--- config.mk ---
export PLATFORM = sky130hd
export DESIGN_NAME = fp_exponent_logic_flat
export DESIGN_NICKNAME = d
export VERILOG_FILES = /design/src/rtl/fp_exponent_logic_if.sv /design/src/rtl/fp_exponent_logic.sv /design/src/flat_wrapper.sv
export SDC_FILE = /design/constraint.sdc
export NUM_CORES = 1
export LEC_CHECK = 0
export CAP_MARGIN = 40
export CORE_MARGIN = 1
export CORE_UTILIZATION = 48
export DETAILED_ROUTE_END_ITERATION = 8
export PLACE_DENSITY = 0.73
export SLEW_MARGIN = 25
export SYNTH_ARGS = -nofsm -noshare
export SYNTH_HDL_FRONTEND = slang
export SYNTH_SLANG_ARGS = --single-unit
--- constraint.sdc ---
create_clock -name clk -period 2.4 [get_ports clk]
set_clock_uncertainty 0.1 [all_clocks]
set_input_delay 0.36 -clock clk [delete_from_list [all_inputs] [get_ports clk]]
set_output_delay 0.36 -clock clk [all_outputs]
set_load 0.02 [all_outputs]
--- src/rtl/fp_exponent_logic_if.sv ---
// Operand/result bundle for the FP multiply/divide exponent datapath.
// The master drives the operand exponents and controls; the slave returns the registered exponent.
interface fp_exponent_logic_if #(
    parameter int unsigned EXP_W = 8,
    parameter int unsigned OUT_W = 10
);
    logic [EXP_W-1:0] eA;
    logic [EXP_W-1:0] eB;
    logic             en;
    logic             sel;
    logic [OUT_W-1:0] e;

    modport master (
        output eA,
        output eB,
        output en,
        output sel,
        input  e
    );

    modport slave (
        input  eA,
        input  eB,
        input  en,
        input  sel,
        output e
    );
endinterface

--- src/rtl/fp_exponent_logic.sv ---
// Exponent datapath of the single-precision FP multiply/divide unit: biased add (mul) or
// biased subtract (div) of two 8-bit exponents into a registered 10-bit two's-complement result.
module fp_exponent_logic #(
    parameter int unsigned EXP_W = 8,
    parameter int unsigned BIAS  = 127,
    parameter int unsigned OUT_W = 10
) (
    input  logic                  clk,
    input  logic                  arst,
    fp_exponent_logic_if.slave    bus
);

    logic signed [OUT_W-1:0] a_ext;
    logic signed [OUT_W-1:0] b_ext;
    logic signed [OUT_W-1:0] bias_ext;
    logic signed [OUT_W-1:0] r;
    logic        [OUT_W-1:0] e_d;
    logic        [OUT_W-1:0] e_q;

    // Two extra bits (sign + carry) hold the full -128..383 span without wrap-around.
    always_comb begin
        a_ext    = $signed({{(OUT_W-EXP_W){1'b0}}, bus.eA});
        b_ext    = $signed({{(OUT_W-EXP_W){1'b0}}, bus.eB});
        bias_ext = $signed(OUT_W'(BIAS));
        if (bus.sel) begin
            r = a_ext - b_ext + bias_ext;
        end else begin
            r = a_ext + b_ext - bias_ext;
        end
    end

    always_comb begin
        e_d = e_q;
        if (bus.en) begin
            e_d = r;
        end
    end

    always_ff @(posedge clk) begin
        if (arst) begin
            e_q <= '0;
        end else begin
            e_q <= e_d;
        end
    end

    assign bus.e = e_q;

endmodule

--- src/flat_wrapper.sv ---
// flat-port wrapper written by rule: the top's interface ports become plain ports
module fp_exponent_logic_flat 
#(
    parameter int unsigned EXP_W = 8,
    parameter int unsigned BIAS  = 127,
    parameter int unsigned OUT_W = 10
)
  (clk, arst, bus_eA, bus_eB, bus_en, bus_sel, bus_e);
  fp_exponent_logic_if #(.EXP_W(EXP_W), .OUT_W(OUT_W)) bus_i ();
  input  logic clk;
  input  logic arst;
  input wire logic [$bits(bus_i.eA)-1:0] bus_eA;
  input wire logic [$bits(bus_i.eB)-1:0] bus_eB;
  input wire logic [$bits(bus_i.en)-1:0] bus_en;
  input wire logic [$bits(bus_i.sel)-1:0] bus_sel;
  output wire logic [$bits(bus_i.e)-1:0] bus_e;
  assign bus_i.eA = bus_eA;
  assign bus_i.eB = bus_eB;
  assign bus_i.en = bus_en;
  assign bus_i.sel = bus_sel;
  assign bus_e = bus_i.e;
  fp_exponent_logic #(.EXP_W(EXP_W), .BIAS(BIAS), .OUT_W(OUT_W)) u_core (.clk(clk), .arst(arst), .bus(bus_i));
endmodule
==> reports/results.tsv <==
stage	metric	value	unit
sta	period_share	105	%
cells_and_area	n_antenna_cell	0	
sta	tns	-0.190	ns
route	first_iter_violations	146	
route	wire_per_inst	17.2	um
sta	worst_pin_slew	0.439	ns
route	postRouteAntennaNets	0	
cts	cts_buffers	3	
yosys	synth_top_family_by_area	compound AO/OA/AOI/OAI gates	
critical_path	path_class	primary input to flop	
placed_design	hpwl	3650	um
sta	whs	0.354	ns
power	peakVddDrop	0.178	mV
floorplanning	die-area	3780	sq um
global_route	grt_max_degree	14	
yosys	yosys_most_used_dff	dfxtp_1	
global_route	grt_pass1_vias	1910	
critical_path	crit_end	u_core.bus.e[9]$_SDFFE_PP0P_	
critical_path	startpoint_type	primary input	
cts	cts_max_level	1	
run	drv_cap	0	
yosys	synth_xor_area_share	12.8	%
placed_design	gp_congestion	0.871	
cts	clock_sinks	10	
placed_design	io_buffers	29	
cells_and_area	finalNonFillerCells	359	
critical_path	slowest_stage	fa_2	
floorplanning	die_x	61.5	um
floorplanning	die_h	61.5	um
route	viasPerCell	5.92	
route	drt_first_pass_iters	4	
yosys	synth_most_common_cell	nor2_1	
yosys	synthAdderAreaFrac	15.8	%
yosys	synth.distinct_cells	59	
sta	setup_slack	-0.110	ns
power	powerDensity	420	nW/um^2
critical_path	timing.rr.start	u_core.bus.e[6]$_SDFFE_PP0P_	
critical_path	cp-end-kind	flop	
cells_and_area	fillers	192	
critical_path	cp_max_fo	3	
outcome	outcome	complete, but fails checks	
cells_and_area	area_growth	70.4	%
global_route	antenna_found_initial	0	
cells_and_area	drive_gt1_share	47.0	%
route	totalWireLength	6190	um
cts	clk_pin_slew	0.06	ns
placed_design	place_area	2500	sq um
cts	cts_tree	done	
yosys	yosysTopAreaCell	ha_1	
yosys	yosys-top-cells-count	nor2_1 (22), ha_1 (19), nand2_1 (18)	
cts	insertion_delay	0.27	ns
critical_path	r2r-end	u_core.bus.e[6]$_SDFFE_PP0P_	
critical_path	startpoint	bus_eB[0]	
global_route	grt_pass1_wl	7980	um
cts	cts_buffer_depth	2	
critical_path	slowest_delay	0.47	ns
sta	slew_headroom	70.6	%
critical_path	crit_path_cell_trace	buf_2 -> ha_4 -> fa_2 -> nand2b_4 -> a211oi_2 -> o21ai_0 -> nand2b_1 -> a221oi_2 -> nand4_1 -> o311a_1 -> nor3_2	
yosys	ys_async_sr_fraction	0	%
floorplanning	core	3360	sq um
cells_and_area	fin_nets	354	
yosys	ys_ff_latch	10	
cells_and_area	largest_reg_flops	10	
sta	max_freq	398	MHz
global_route	overflow	0	
yosys	synth_compound_area_share	29.3	%
sta	period_minus_slack	2.51	ns
power	power.leakage	1.25	nW
critical_path	r2r_setup_slack	1.62	ns
cells_and_area	final_area	2900	sq um
worst_hold_path	hold_path_class	flop to flop	
placed_design	dp_cells	342	
yosys	synth_top_area_share	14.0	%
yosys	synthMuxAreaShare	2.94	%
route	vias	2126	
cts	clockRootBuffer	clkbuf_4	
yosys	synth_edf_count	0	
outcome	violations	negative setup slack	
sta	setup_viol	4	
sta	finalMaxSlewViolations	0	
yosys	netlist_instances	214	
floorplanning	start_util	50.6	%
sta	hold_viol	0	
yosys	yosysSeqAreaShare	11.8	%
yosys	synth_area_leaders	ha_1 (14%), dfxtp_1 (12%), xnor2_1 (8.8%)	
yosys	synth_fp_nets	254	
yosys	synthSimpleGateAreaFrac	21.0	%
global_route	globalRouteTotalUtil	28.4	%
floorplanning	fp-row-count	21	
critical_path	arrival	2.61	ns
yosys	synth.cell_area	1700	sq um
yosys	syn_area_per_cell	7.95	sq um
critical_path	reg2regPathDepth	2	
yosys	synth_warnings	0	
route	drcViolationCount	0	
floorplanning	top_level_ports	30	
critical_path	required	2.50	ns
-- final cells by class --
cell class | count | area (sq um) | share of cell area [%]
Clock buffer | 4 | 36.3 | 1.25
Inverter | 16 | 62.6 | 2.16
Multi-Input combinational cell | 180 | 1710 | 59.1
Sequential cell | 10 | 200 | 6.91
Tap cell | 46 | 57.6 | 1.99
Timing Repair Buffer | 103 | 828 | 28.6
-- cells by family after synthesis --
kind of cell,count (synthesis)
AND/OR/NAND/NOR,72
multiplexers,5
XOR/XNOR,24
AO/OA/AOI/OAI,58
flip-flops,10
adder cells (fa/ha/maj),21
buffers and inverters,24
-- stage by stage --
stage | total power, mW | utilization (%) | worst slack [ns]
final | 1.22 | 86.2 | -0.110
after global routing | 1.28 | 86.2 | -0.0922
after CTS | 1.10 | 82.1 | -0.00446
after detailed placement | 0.875 | 74.3 | -0.680
after global placement | 0.858 | 74.3 | -0.615
after floorplan | 0.608 | - | 0.000685
-- critical path: cells and delay by family --
| family | cells | cell delay, ns |
|---|---|---|
| and+or+nand+nor | 4 | 0.55 |
| AOI/OAI and AO/OA | 4 | 0.94 |
| adders and majority gates | 2 | 0.63 |
| buffers and inverters | 1 | 0.12 |
-- report_power, final --
| group | internal (mW) | total (mW) | leakage (nW) | switching, mW |
|---|---|---|---|---|
| Combinational | 0.432 | 0.870 | 1.15 | 0.438 |
| Clock | 0.0922 | 0.152 | 0.0210 | 0.0600 |
| Sequential | 0.185 | 0.195 | 0.0827 | 0.00949 |
-- placed cells by master, fill, tap and decap left out, drive strengths merged, types with 3 or more instances in the layout --
| cell | instances |
|---|---|
| dfxtp | 10 |
| nand3 | 4 |
| nand2 | 18 |
| ha | 19 |
| o311ai | 3 |
| clkbuf | 9 |
| o21a | 4 |
| buf | 78 |
| o31ai | 3 |
| o21ai | 14 |
| xnor2 | 18 |
| inv | 16 |
| mux2i | 5 |
| nor2b | 4 |
| nor2 | 23 |
| nand2b | 4 |
| nor3 | 7 |
| xor2 | 6 |
| clkdlybuf4s50 | 16 |
| o211ai | 6 |
| a21oi | 7 |
| a211oi | 3 |
| a221oi | 3 |
-- worst min-delay path by stage --
stage                                       from  cells after the start                           end  slack, ns
floorplan           u_core.bus.e[4]$_SDFFE_PP0P_                      2  u_core.bus.e[4]$_SDFFE_PP0P_       0.45
CTS                 u_core.bus.e[7]$_SDFFE_PP0P_                      1  u_core.bus.e[7]$_SDFFE_PP0P_       0.36
finish              u_core.bus.e[7]$_SDFFE_PP0P_                      1  u_core.bus.e[7]$_SDFFE_PP0P_       0.35
global route        u_core.bus.e[7]$_SDFFE_PP0P_                      1  u_core.bus.e[7]$_SDFFE_PP0P_       0.39
detailed placement  u_core.bus.e[7]$_SDFFE_PP0P_                      1  u_core.bus.e[7]$_SDFFE_PP0P_       0.35
global placement    u_core.bus.e[7]$_SDFFE_PP0P_                      1  u_core.bus.e[7]$_SDFFE_PP0P_       0.34
-- layer usage --
metal	GRT usage, %	wire length [um]	part of all wire (%)	vias to the layer above
li1	-	-	-	965
met1	31.7	2290	37	991
met2	52.2	3030	49	123
met3	3.57	461	7.4	47
met4	14.9	408	6.6	0
met5	0	0	0	-
-- repair_timing --
action / in CTS / in global routing
pin swaps: 27 / 33
gates cloned: 0 / 0
gates resized for setup: 54 / 45
buffers inserted: 11 / 2
setup endpoints to repair: 8 / 7
hold buffers: 0 / 0
(Power assumes the default switching activity.)
